$ cat config.mk
export PLATFORM = sky130hd
export DESIGN_NAME = pipe_stage
export DESIGN_NICKNAME = d
export VERILOG_FILES = /design/src/rtl/pipe_stage.sv
export SDC_FILE = /design/constraint.sdc
export NUM_CORES = 1
export LEC_CHECK = 0
export CAP_MARGIN = 5
export CORE_MARGIN = 2
export CORE_UTILIZATION = 50
export CTS_CLUSTER_DIAMETER = 50
export DETAILED_ROUTE_END_ITERATION = 8
export PLACE_DENSITY = 0.79
export RECOVER_POWER = 50
export SLEW_MARGIN = 40
export SYNTH_ARGS = -nofsm -noshare
export SYNTH_HDL_FRONTEND = slang
export SYNTH_SLANG_ARGS = --single-unit
$ cat constraint.sdc
create_clock -name clk -period 2 [get_ports clk]
set_input_delay 0.4 -clock clk [delete_from_list [all_inputs] [get_ports clk]]
set_output_delay 0.4 -clock clk [all_outputs]
set_load 0.02 [all_outputs]
$ cat src/rtl/pipe_stage.sv
// Pipeline-stage register with valid/ready handshake, flush and optional 2-entry skid buffer.
// Control payload reads CTRL_NOP whenever the stage is empty; data payload holds its last value.
module pipe_stage #(
    parameter int unsigned       DATA_W   = 16,
    parameter int unsigned       CTRL_W   = 8,
    parameter logic [CTRL_W-1:0] CTRL_NOP = '0,
    parameter int unsigned       SKID     = 1
) (
    input  logic              clk,
    input  logic              rst,
    input  logic              flush,
    input  logic              in_valid,
    output logic              in_ready,
    input  logic [CTRL_W-1:0] in_ctrl,
    input  logic [DATA_W-1:0] in_data,
    output logic              out_valid,
    input  logic              out_ready,
    output logic [CTRL_W-1:0] out_ctrl,
    output logic [DATA_W-1:0] out_data,
    output logic [1:0]        occupancy
);

    typedef enum logic [1:0] {
        ST_EMPTY = 2'd0,
        ST_ONE   = 2'd1,
        ST_TWO   = 2'd2
    } state_t;

    state_t            state_q, state_d;
    logic [CTRL_W-1:0] main_ctrl_q, main_ctrl_d;
    logic [DATA_W-1:0] main_data_q, main_data_d;
    logic [CTRL_W-1:0] skid_ctrl_q, skid_ctrl_d;
    logic [DATA_W-1:0] skid_data_q, skid_data_d;
    logic              out_valid_q;
    logic [1:0]        occ_q;
    logic              accept;
    logic              emit;

    assign accept = in_valid & in_ready;
    assign emit   = out_valid_q & out_ready;

    // in_ready: a flop in skid mode, a pass-through of out_ready in single-register mode
    generate
        if (SKID != 0) begin : g_skid_ready
            logic in_ready_q;
            // Registered ready breaks the combinational out_ready -> in_ready path
            always_ff @(posedge clk or posedge rst) begin
                if (rst) in_ready_q <= 1'b1;
                else     in_ready_q <= (state_d != ST_TWO);
            end
            assign in_ready = in_ready_q;
        end else begin : g_comb_ready
            assign in_ready = (state_q == ST_EMPTY) | out_ready;
        end
    endgenerate

    // Next-state and payload-register update; flush overrides any accept
    always_comb begin
        state_d     = state_q;
        main_ctrl_d = main_ctrl_q;
        main_data_d = main_data_q;
        skid_ctrl_d = skid_ctrl_q;
        skid_data_d = skid_data_q;
        if (flush) begin
            state_d     = ST_EMPTY;
            main_ctrl_d = CTRL_NOP;
            skid_ctrl_d = CTRL_NOP;
        end else begin
            case (state_q)
                ST_EMPTY: begin
                    if (accept) begin
                        state_d     = ST_ONE;
                        main_ctrl_d = in_ctrl;
                        main_data_d = in_data;
                    end
                end
                ST_ONE: begin
                    if (accept && emit) begin
                        main_ctrl_d = in_ctrl;
                        main_data_d = in_data;
                    end else if (accept && (SKID != 0)) begin
                        state_d     = ST_TWO;
                        skid_ctrl_d = in_ctrl;
                        skid_data_d = in_data;
                    end else if (emit) begin
                        state_d     = ST_EMPTY;
                        main_ctrl_d = CTRL_NOP;
                    end
                end
                ST_TWO: begin
                    if (emit) begin
                        state_d     = ST_ONE;
                        main_ctrl_d = skid_ctrl_q;
                        main_data_d = skid_data_q;
                        skid_ctrl_d = CTRL_NOP;
                    end
                end
                default: begin
                    state_d     = ST_EMPTY;
                    main_ctrl_d = CTRL_NOP;
                    skid_ctrl_d = CTRL_NOP;
                end
            endcase
        end
    end

    // State, payload and status registers
    always_ff @(posedge clk or posedge rst) begin
        if (rst) begin
            state_q     <= ST_EMPTY;
            main_ctrl_q <= CTRL_NOP;
            main_data_q <= '0;
            skid_ctrl_q <= CTRL_NOP;
            skid_data_q <= '0;
            out_valid_q <= 1'b0;
            occ_q       <= 2'd0;
        end else begin
            state_q     <= state_d;
            main_ctrl_q <= main_ctrl_d;
            main_data_q <= main_data_d;
            skid_ctrl_q <= skid_ctrl_d;
            skid_data_q <= skid_data_d;
            out_valid_q <= (state_d != ST_EMPTY);
            occ_q       <= (state_d == ST_TWO) ? 2'd2 : ((state_d == ST_ONE) ? 2'd1 : 2'd0);
        end
    end

    assign out_valid = out_valid_q;
    assign out_ctrl  = main_ctrl_q;
    assign out_data  = main_data_q;
    assign occupancy = occ_q;

endmodule
==> flow_metrics.env, run 1 <==
export IMPL_status="finished, final reports clean"
export IMPL_synthArstFlopShare=1.000
export IMPL_setup_tns_ps=0
export IMPL_ant_nets=0
export IMPL_slew_viol_final=0
export IMPL_syn_avg_cell_area_um2=10.50
export IMPL_fin_crit_sh=0.9326
export IMPL_htree_num_levels=2
export IMPL_critPathTopFamily="buffers and inverters"
export IMPL_place_congestion=0.8468
export IMPL_fin_util=0.6648
export IMPL_grt_usage=0.2101
export IMPL_regArea_um2=1353
export IMPL_path_class="flip-flop to primary output"
export IMPL_hold_viol_final=0
export IMPL_p_per_area_nw_per_um2=1058
export IMPL_synth_fp_nets=273
export IMPL_final_cell_mix="56 x clkdlybuf4s50_1, 53 x dfrtp_1, 43 x nand2_1, 34 x nor2_1, 16 x a31oi_1"
export IMPL_clock_sinks=54
export IMPL_multi_input_area_um2=1100
export IMPL_start_kind="flip-flop"
export IMPL_fillCellCount=420
export IMPL_die_x_um=75.59
export IMPL_cp_cell_sequence="clkdlybuf4s50_1"
export IMPL_synth_ff_latch_count=54
export IMPL_ys_warnings_count=0
export IMPL_cts_inserted_buffers=5
export IMPL_row_count=26
export IMPL_rsz0062_at_grt="false"
export IMPL_clkSlewWorstSetupHoldPaths_ps=100
export IMPL_cts_tree="yes"
export IMPL_drt_pass1_iterations=4
export IMPL_ir_worst_vdd_mv=0.4651
export IMPL_synth_edf_count=0
export IMPL_worst_path_buf_inv=1
export IMPL_setup_ws_ps=134.9
export IMPL_grt_ovfl_total=0
export IMPL_ys_seq_area_frac=0.5278
export IMPL_crit_fanout=4
export IMPL_fmax_ghz=0.5362
export IMPL_drt_total_wl_mm=5.609
export IMPL_insertion_delay_ps=330
export IMPL_fin_hold_ws_ps=513.9
export IMPL_required_ps=1600
export IMPL_num_vias=1976
export IMPL_power_leakage_nw=1.447
export IMPL_antennaDiodeCount=0
export IMPL_syn2layout_area_growth_pct=29.98
export IMPL_ctsHoldBuffers=0
export IMPL_cts_resized=0
export IMPL_max_slew_margin_rel=0.1118
export IMPL_arrival_ps=1470
export IMPL_grt_pass1_wl_mm=8.894
export IMPL_core_um2=5010
export IMPL_min_period_ps=1865
export IMPL_start_util=0.5115
export IMPL_crit_path_max_incr_delay_ps=600
export IMPL_cts_root_buf="clkbuf_8"
export IMPL_netlist_area_um2=2562
export IMPL_slowest_stage="clkdlybuf4s50_1"
export IMPL_synthCells=244
export IMPL_grt_max_degree=55
export IMPL_dp_final_hpwl_mm=3.785
export IMPL_drt_iter0_drc=146
export IMPL_drive_above_1_share=0.1410
export IMPL_portBuffers=56
export IMPL_fin_nets=333
export IMPL_route_detailed_drc=0
export IMPL_viasPerCell=5.269
export IMPL_r2r_setup_slack_ps=290
export IMPL_maxCapViolCount=0
export IMPL_dieArea_um2=5714
export IMPL_grtUsageMet2=0.3420
export IMPL_die_y_um=75.59
export IMPL_synthFlopType="dfrtp_1"
export IMPL_grt_pass1_vias=1891
export IMPL_grt_antenna_before_repair=0
export IMPL_met1_usage=0.2824
export IMPL_tightest_slew_ps=1332
export IMPL_ctsLongestPathBuffers=2
export IMPL_grt_util_met3=0.04497
export IMPL_place_inst=367
export IMPL_finalSetupViolations=0
export IMPL_final_cells=375
export IMPL_setup_worst_path_end_class="primary output"
export IMPL_grt_busiest_layer="met2"
export IMPL_hp_class="flip-flop to flip-flop"
export IMPL_skew_ps=17.81
export IMPL_io_pins=57
export IMPL_dp_slack_ps=-2.975
export IMPL_synth_cell_types=37
export IMPL_postCtsSetupRepairBufs=0
export IMPL_wire_per_inst_um=14.96
export IMPL_final_common_cell="clkdlybuf4s50_1"
area by class of cell:
class	count	share of cell area
inverters	3	0.003381
multi-input cells	173	0.3302
repair buffers	67	0.1991
flip-flops and latches	54	0.4061
clock buffers	5	0.02066
well taps	70	0.02630
clock inverters	3	0.01428
synth_stat cells, drive strengths merged, types with 2 or more instances:
library cell	n	area, um2
dfrtp	53	1326
nand2	44	167.7
nor2	36	158.9
a31oi	16	100.1
mux2	16	217.7
a21oi	11	55.05
nand2b	11	76.32
buf	10	83.83
mux2i	8	80.08
nor4	7	43.79
o21ai	7	35.03
clkbuf	4	15.01
inv	3	11.26
and2	2	12.51
worst paths after layout:
kind / startpoint / endpoint / depth (start not counted)
setup / recovery: in_ready$_DFF_PP1_ / in_ready / 1
hold / removal: skid_data_q[12]$_DFFE_PP0P_ / skid_data_q[12]$_DFFE_PP0P_ / 1
setup reg to reg: state_q[1]$_DFF_PP0_ / out_ctrl[0]$_DFFE_PP0P_ / 4
hold reg to reg: skid_data_q[12]$_DFFE_PP0P_ / skid_data_q[12]$_DFFE_PP0P_ / 1
max in group asynchronous: rst / skid_ctrl_q[0]$_DFFE_PP0P_ / 3
min in group asynchronous: rst / out_ctrl[5]$_DFFE_PP0P_ / 3
layer usage:
layer	routed length, um	vias up
met5	0	-
met4	111	0
met3	235	10
met2	2693	47
met1	2569	968
li1	-	951
through the flow:
step	instance area [um2]	power (mW)
floorplan	2562	2.287
global placement	3232	2.742
detailed placement	3232	2.786
CTS	3348	3.552
global route	3331	3.717
finish	3331	3.525
power breakdown:
group | leakage (nW) | total, mW | internal [mW] | switching [mW]
Sequential | 0.662 | 1.58 | 1.40 | 0.184
Combinational | 0.727 | 1.18 | 0.635 | 0.544
Clock | 0.0587 | 0.766 | 0.380 | 0.386
registers in the layout, summed over array words and instances (netlist names):
register,count
out_valid,1
state_q,2
out_ctrl,8
in_ready,1
skid_data_q,16
skid_ctrl_q,8
occupancy,2
out_data,16
cells by family (layout without fill, tap and decap cells):
logic type             count (synthesis)  after routing  synth area share
AO/OA/AOI/OAI                         41             41            0.1060
AND/OR/NAND/NOR                      107            107            0.2036
XOR/XNOR                               1              1          0.003419
buffers and inverters                 17             78           0.04297
flip-flops                            54             54            0.5278
multiplexers                          24             24            0.1162
Power figures use the tool's default switching activity.
==> run 2: changes to the inputs <==
--- a/config.mk
+++ b/config.mk
@@ -5,10 +5,10 @@
 export SDC_FILE = /design/constraint.sdc
 export NUM_CORES = 1
 export LEC_CHECK = 0
-export CAP_MARGIN = 5
 export CORE_MARGIN = 2
 export CORE_UTILIZATION = 50
 export CTS_CLUSTER_DIAMETER = 50
+export CTS_CLUSTER_SIZE = 8
 export DETAILED_ROUTE_END_ITERATION = 8
 export PLACE_DENSITY = 0.79
 export RECOVER_POWER = 50
==> results of run 2 <==
No change in the layout: final DEF, timing and power equal those of run 1.
